<file path="src/rtl/dp_pkg.sv">
// Shared definitions for the sequenced datapath: ALU function codes,
// FSM state encoding and a constant-evaluable clog2.
package dp_pkg;

   localparam logic [3:0] FS_A     = 4'h0;
   localparam logic [3:0] FS_INC   = 4'h1;
   localparam logic [3:0] FS_ADD   = 4'h2;
   localparam logic [3:0] FS_ADDC  = 4'h3;
   localparam logic [3:0] FS_ADDNB = 4'h4;
   localparam logic [3:0] FS_SUB   = 4'h5;
   localparam logic [3:0] FS_DEC   = 4'h6;
   localparam logic [3:0] FS_A2    = 4'h7;
   localparam logic [3:0] FS_AND   = 4'h8;
   localparam logic [3:0] FS_OR    = 4'h9;
   localparam logic [3:0] FS_XOR   = 4'hA;
   localparam logic [3:0] FS_NOTA  = 4'hB;
   localparam logic [3:0] FS_B     = 4'hC;
   localparam logic [3:0] FS_SHR   = 4'hD;
   localparam logic [3:0] FS_SHL   = 4'hE;
   localparam logic [3:0] FS_B2    = 4'hF;

   typedef enum logic [1:0] {
      ST_IDLE     = 2'd0,
      ST_EXEC     = 2'd1,
      ST_MEM_WAIT = 2'd2,
      ST_WB       = 2'd3
   } state_e;

   // Smallest r with 2**r >= value; used to size register/memory addresses.
   function automatic int clog2(input int value);
      int r;
      r = 0;
      while ((1 << r) < value) r++;
      return r;
   endfunction

endpackage

</file>
<file path="src/rtl/dp_alu.sv">
// Combinational ALU. Codes 0-7 share one WIDTH+1 bit adder (A + addend + cin)
// so carry and signed overflow fall out of a single sum; codes 8-15 are
// logic/shift ops and report V=C=0.
module dp_alu
   import dp_pkg::*;
#(
   parameter int WIDTH = 8
) (
   input  logic [WIDTH-1:0] a_i,
   input  logic [WIDTH-1:0] b_i,
   input  logic [3:0]       fs_i,
   output logic [WIDTH-1:0] result_o,
   output logic             v_o,
   output logic             c_o
);

   logic [WIDTH-1:0] addend;
   logic             cin;
   logic [WIDTH:0]   sum;
   logic             arith;

   // Select the adder's second operand and carry-in for the arithmetic codes.
   always_comb begin
      addend = '0;
      cin    = 1'b0;
      case (fs_i)
         FS_INC:   cin = 1'b1;
         FS_ADD:   addend = b_i;
         FS_ADDC:  begin addend = b_i;  cin = 1'b1; end
         FS_ADDNB: addend = ~b_i;
         FS_SUB:   begin addend = ~b_i; cin = 1'b1; end
         FS_DEC:   addend = '1;
         default:  ;
      endcase
   end

   assign arith = ~fs_i[3];
   assign sum   = {1'b0, a_i} + {1'b0, addend} + {{WIDTH{1'b0}}, cin};

   // Final result mux; shifts are WIDTH-wide with zero fill.
   always_comb begin
      result_o = sum[WIDTH-1:0];
      case (fs_i)
         FS_AND:        result_o = a_i & b_i;
         FS_OR:         result_o = a_i | b_i;
         FS_XOR:        result_o = a_i ^ b_i;
         FS_NOTA:       result_o = ~a_i;
         FS_B, FS_B2:   result_o = b_i;
         FS_SHR:        result_o = {1'b0, b_i[WIDTH-1:1]};
         FS_SHL:        result_o = {b_i[WIDTH-2:0], 1'b0};
         default:       result_o = sum[WIDTH-1:0];
      endcase
   end

   // Overflow: both adder inputs share a sign that the sum does not.
   assign v_o = arith & (a_i[WIDTH-1] == addend[WIDTH-1]) & (sum[WIDTH-1] != a_i[WIDTH-1]);
   assign c_o = arith & sum[WIDTH];

endmodule

</file>
<file path="src/rtl/datapath_mem_seq.sv">
// Sequenced register file + ALU + data memory. One op in flight at a time:
// IDLE accepts, EXEC computes/stores, optional MEM_WAIT models load latency,
// WB writes back. Operands are captured at accept, so no hazards exist.
module datapath_mem_seq
   import dp_pkg::*;
#(
   parameter  int WIDTH     = 8,
   parameter  int NREGS     = 4,
   parameter  int MEM_DEPTH = 256,
   parameter  int MEM_LAT   = 2,
   localparam int RA_W      = clog2(NREGS),
   localparam int MA_W      = clog2(MEM_DEPTH)
) (
   input  logic             clk,
   input  logic             rst,
   input  logic             op_valid,
   output logic             op_ready,
   input  logic [RA_W-1:0]  DA,
   input  logic [RA_W-1:0]  AA,
   input  logic [RA_W-1:0]  BA,
   input  logic [WIDTH-1:0] constant,
   input  logic             MB,
   input  logic             RW,
   input  logic             MD,
   input  logic             MW,
   input  logic [3:0]       FS,
   output logic             V,
   output logic             C,
   output logic             N,
   output logic             Z,
   output logic             done,
   output logic [WIDTH-1:0] jump_address,
   output logic [WIDTH-1:0] data_out
);

   localparam logic [3:0] LAT = 4'(MEM_LAT);

   typedef struct packed {
      logic [WIDTH-1:0] a;
      logic [WIDTH-1:0] b;
      logic [RA_W-1:0]  da;
      logic [3:0]       fs;
      logic             rw;
      logic             md;
      logic             mw;
   } op_t;

   state_e                       state_q, state_d;
   logic [3:0]                   cnt_q, cnt_d;
   op_t                          op_q;
   logic [NREGS-1:0][WIDTH-1:0]  regs_q;
   logic [WIDTH-1:0]             mem [MEM_DEPTH];
   logic [WIDTH-1:0]             alu_res, alu_q, load_q, wb_res;
   logic [WIDTH-1:0]             a_sel, b_sel;
   logic                         alu_v, alu_c;
   logic                         accept, md_eff, store_en;
   logic [MA_W-1:0]              addr;

   assign op_ready = (state_q == ST_IDLE);
   assign accept   = op_valid & op_ready;
   assign done     = (state_q == ST_WB);
   assign a_sel    = regs_q[AA];
   assign b_sel    = MB ? constant : regs_q[BA];
   // A store wins over a load when both are requested.
   assign md_eff   = op_q.md & ~op_q.mw;
   assign addr     = op_q.a[MA_W-1:0];
   assign wb_res   = md_eff ? load_q : alu_q;
   // A store on the same edge that reset is asserted must not land.
   assign store_en = (state_q == ST_EXEC) & op_q.mw & ~rst;

   dp_alu #(.WIDTH(WIDTH)) u_alu (
      .a_i      (op_q.a),
      .b_i      (op_q.b),
      .fs_i     (op_q.fs),
      .result_o (alu_res),
      .v_o      (alu_v),
      .c_o      (alu_c)
   );

   // Next-state and wait-counter logic; counter runs MEM_LAT down to 1.
   always_comb begin
      state_d = state_q;
      cnt_d   = cnt_q;
      case (state_q)
         ST_IDLE: if (accept) state_d = ST_EXEC;
         ST_EXEC: begin
            if (md_eff && (LAT != 4'd0)) begin
               state_d = ST_MEM_WAIT;
               cnt_d   = LAT;
            end else begin
               state_d = ST_WB;
            end
         end
         ST_MEM_WAIT: begin
            if (cnt_q == 4'd1) state_d = ST_WB;
            else               cnt_d   = cnt_q - 4'd1;
         end
         ST_WB:   state_d = ST_IDLE;
         default: state_d = ST_IDLE;
      endcase
   end

   // FSM state and wait counter registers.
   always_ff @(posedge clk or posedge rst) begin
      if (rst) begin
         state_q <= ST_IDLE;
         cnt_q   <= '0;
      end else begin
         state_q <= state_d;
         cnt_q   <= cnt_d;
      end
   end

   // Capture operands and control at accept; A also drives jump_address.
   always_ff @(posedge clk or posedge rst) begin
      if (rst) begin
         op_q         <= '0;
         jump_address <= '0;
      end else if (accept) begin
         op_q         <= '{a: a_sel, b: b_sel, da: DA, fs: FS, rw: RW, md: MD, mw: MW};
         jump_address <= a_sel;
      end
   end

   // Register ALU result and flags in EXEC; sample load data entering WB.
   always_ff @(posedge clk or posedge rst) begin
      if (rst) begin
         alu_q  <= '0;
         load_q <= '0;
         V      <= 1'b0;
         C      <= 1'b0;
         N      <= 1'b0;
         Z      <= 1'b0;
      end else begin
         if (state_q == ST_EXEC) begin
            alu_q <= alu_res;
            V     <= alu_v;
            C     <= alu_c;
            N     <= alu_res[WIDTH-1];
            Z     <= (alu_res == '0);
         end
         if (state_d == ST_WB) load_q <= mem[addr];
      end
   end

   // Write-back on the edge leaving WB: data_out always, register if RW.
   always_ff @(posedge clk or posedge rst) begin
      if (rst) begin
         regs_q   <= '0;
         data_out <= '0;
      end else if (state_q == ST_WB) begin
         data_out <= wb_res;
         if (op_q.rw) regs_q[op_q.da] <= wb_res;
      end
   end

   // Data memory; deliberately not reset so contents survive a reset.
   always_ff @(posedge clk) begin
      if (store_en) mem[addr] <= op_q.b;
   end

endmodule

</file>
<file path="config.mk">
export PLATFORM = sky130hd
export DESIGN_NAME = datapath_mem_seq
export DESIGN_NICKNAME = d
export VERILOG_FILES = /design/src/rtl/dp_pkg.sv /design/src/rtl/dp_alu.sv /design/src/rtl/datapath_mem_seq.sv
export SDC_FILE = /design/constraint.sdc
export NUM_CORES = 2
export LEC_CHECK = 0
export CORE_AREA = 4 4 756 383
export CTS_CLUSTER_DIAMETER = 60
export CTS_CLUSTER_SIZE = 28
export DETAILED_ROUTE_END_ITERATION = 16
export DIE_AREA = 0 0 760 387
export GPL_TIMING_DRIVEN = 1
export PLACE_DENSITY = 0.43
export SYNTH_ARGS = -nofsm -noshare
export SYNTH_HDL_FRONTEND = slang
export SYNTH_SLANG_ARGS = --single-unit
</file>
<file path="constraint.sdc">
create_clock -name clk -period 12.6 [get_ports clk]
set_clock_uncertainty 0.2 [all_clocks]
set_input_delay 2.52 -clock clk [delete_from_list [all_inputs] [get_ports clk]]
set_output_delay 2.52 -clock clk [all_outputs]
set_load 0.005 [all_outputs]
</file>
==> flow_summary.json <==
{
  "setup_ws_ns": 6.34,
  "netlist_area_um2": 84400,
  "num-fill-cells": 26472,
  "setup_violations": 0,
  "post-dp-hpwl_um": 156000,
  "drv_cap": 0,
  "synthFlopType": "edfxtp_1",
  "dieArea_um2": 294000,
  "ios": 47,
  "async_flop_share_pct": 4.21,
  "rrSetupSlack_ns": 6.34,
  "gr-usage-met1_pct": 24.8,
  "cp.required_ns": 13.09,
  "drc": 0,
  "netlist_instances": 4180,
  "die_y_um": 387,
  "pre_cts_slack_ns": 6.28,
  "worstReg2RegStart": "addr[1]",
  "drt_iter0_drc": 4876,
  "r2r-end": "load_q[1]",
  "fin_crit_sh_pct": 49.6,
  "outcome": "finished, final reports clean",
  "worstSetupStartpointType": "flip-flop",
  "grt_overflow": 0,
  "top_usage_layer": "met2",
  "core_um2": 282000,
  "die_x_um": 760,
  "gp_congestion": 0.805,
  "rsz0062_at_grt": "no",
  "synth-edff-count": 2048,
  "drive_above_1_share_pct": 22.6,
  "postCtsSetupRepairBufs": 0,
  "firstDrtPassIters": 5,
  "routedWlPerCell_um": 30.8,
  "h-tree-depth": 4,
  "synth_seq_cells": 2138,
  "hold_path.class": "reg2reg",
  "worstPathArrival_ns": 6.75,
  "avgViaCountPerCell": 5.14,
  "cts_sinks": 2138,
  "setup_tns_ns": 0,
  "wl_um": 250000,
  "grt.met3_usage_pct": 2.96,
  "yosys_warnings": 0,
  "crit_type": "reg2reg",
  "ff2ff_path_depth": 11,
  "seq_area_frac_synth_pct": 75.5,
  "period_minus_slack_ns": 6.26,
  "grt_start_max_net_pins": 148,
  "syn-num-nets": 4236,
  "avgSynthCellArea_um2": 20.2,
  "grt_pass1_vias": 42392,
  "grt_pass1_wl_um": 349000,
  "clkLatencyLatePin_ns": 0.83,
  "cts_tree": "done",
  "fmax_ghz": 0.160,
  "worst_slew_pin_slew_ns": 1.40,
  "hold_viol_final": 0,
  "holdPathStages": 2,
  "cts_root_buffer": "clkbuf_16",
  "p_per_area_nw_per_um2": 217,
  "synthToLayoutAreaGrowth_pct": 11.8,
  "path_clk_slew_ns": 0.08,
  "cts_resized": 0,
  "leakage_uw": 0.0289,
  "synthTopCellsByArea": "edfxtp_1 73%, mux4_2 14%, dfrtp_1 2.7%",
  "netlist.area_leader.share_pct": 72.8,
  "cp-startpoint": "addr[1]",
  "final_util_pct": 33.5,
  "yosysTopAreaCell": "edfxtp_1",
  "postRouteAntennaNets": 0,
  "antenna_found_initial": 18,
  "grt_usage_pct": 16.6,
  "worstSetupEndpoint": "load_q[1]",
  "row_count": 138,
  "cts_buffers": 144,
  "vias": 41764,
  "cts_buffer_depth": 4,
  "nNetsFinal": 4293,
  "crit_fanout": 118,
  "met2_usage_pct": 25.6,
  "ys_types": 59,
  "cts-hold-fix-buffers": 0,
  "slew_viol_final": 0,
  "crit_path_end_kind": "flip-flop",
  "start_util_pct": 29.9,
  "slew_headroom_pct": 5.89,
  "vdd_drop_max_mv": 0.202,
  "io_buffers": 46
}
-- flip-flops by register name, indices dropped and copies added (netlist names) --
name	cells
regs_q	32
data_out	8
mem	2048
cnt_q	4
addr	8
load_q	8
V	1
op_q	17
C	1
N	1
Z	1
alu_q	7
state_q	2
-- where the power goes --
group	internal (µW)	switching (µW)	total, µW
Combinational	2130	4020	6160
Sequential	8730	381	9110
Clock	2470	2710	5180
-- worst min path at each step --
| stage | start | to |
|---|---|---|
| floorplan | alu_q[5] | alu_q[5] |
| global placement | alu_q[5] | alu_q[5] |
| detailed placement | alu_q[5] | alu_q[5] |
| CTS | alu_q[5] | alu_q[5] |
| global route | alu_q[5] | alu_q[5] |
| finish | alu_q[5] | alu_q[5] |
-- cell type report --
class	instances	area, µm²	area share [%]
sequential	2138	63800	67.6
multi-input combinational	1757	19300	20.5
tap	3780	4730	5.01
clock buffer	153	3740	3.97
timing repair buffer	156	1370	1.46
clock inverter	99	1240	1.32
inverter	40	160	0.170
antenna	3	7.51	0.00795
-- cells by family (layout without fill, tap and decap cells) --
group | count (synthesis) | after routing | synth area share (%)
flops | 2138 | 2138 | 75.5
mux | 710 | 710 | 16.3
simple gates | 649 | 649 | 3.17
compound gates | 361 | 361 | 2.74
buf+inv | 285 | 448 | 1.68
fa+ha+maj | 31 | 31 | 0.477
xor+xnor | 6 | 6 | 0.0622
other cells | 0 | 3 | 0
-- cell usage in the layout (no fill, tap or decap), types with 46 or more instances in the layout --
cell	n
clkdlybuf4s50_1	46
clkbuf_16	149
edfxtp_1	2048
mux4_2	528
nor2_1	381
a21oi_1	49
mux2i_1	111
dfrtp_1	77
o22ai_1	109
mux2_2	70
o21ai_0	78
nand2_1	156
buf_4	103
-- cells in the mapped netlist (17+ instances only) --
master and instances:
nand2_1 160, inv_1 36, buf_1 17, ha_1 29, mux2_2 70, nor3_1 23
dfrtp_1 90, mux4_2 528, clkbuf_1 99, nand3_1 30, buf_4 46, nor2_1 381
mux2i_1 111, a21oi_1 49, o21ai_0 78, o22ai_1 109, edfxtp_1 2048, buf_2 71
-- metal layers --
| metal | wire, µm | part of all wire [%] |
|---|---|---|
| met1 | 116000 | 46 |
| met2 | 113000 | 45 |
| met3 | 16300 | 6.5 |
| met4 | 5000 | 2.0 |
| met5 | 0 | 0 |
-- metrics by stage --
stage	power (µW)	area [µm²]	hold WS (ns)	std cells
floorplan	13000	84400	0.252	4180
global placement	15500	89400	0.270	7871
detailed placement	15600	89400	0.274	7871
CTS	20700	94400	0.293	8123
global route	21300	94400	0.318	8123
finish	20400	94400	0.295	8126
-- critical path, cell delays in order, from the launching register on --
cell	delay, ns
dfrtp_4	0.84
buf_4	0.71
buf_12	0.61
buf_4	0.68
mux4_2	0.63
nand2b_1	0.16
a32o_1	0.29
a2111oi_0	0.95
buf_4	0.25
nand4_1	0.20
nor2_1	0.34
a31oi_1	0.12
Power figures use the tool's default switching activity.
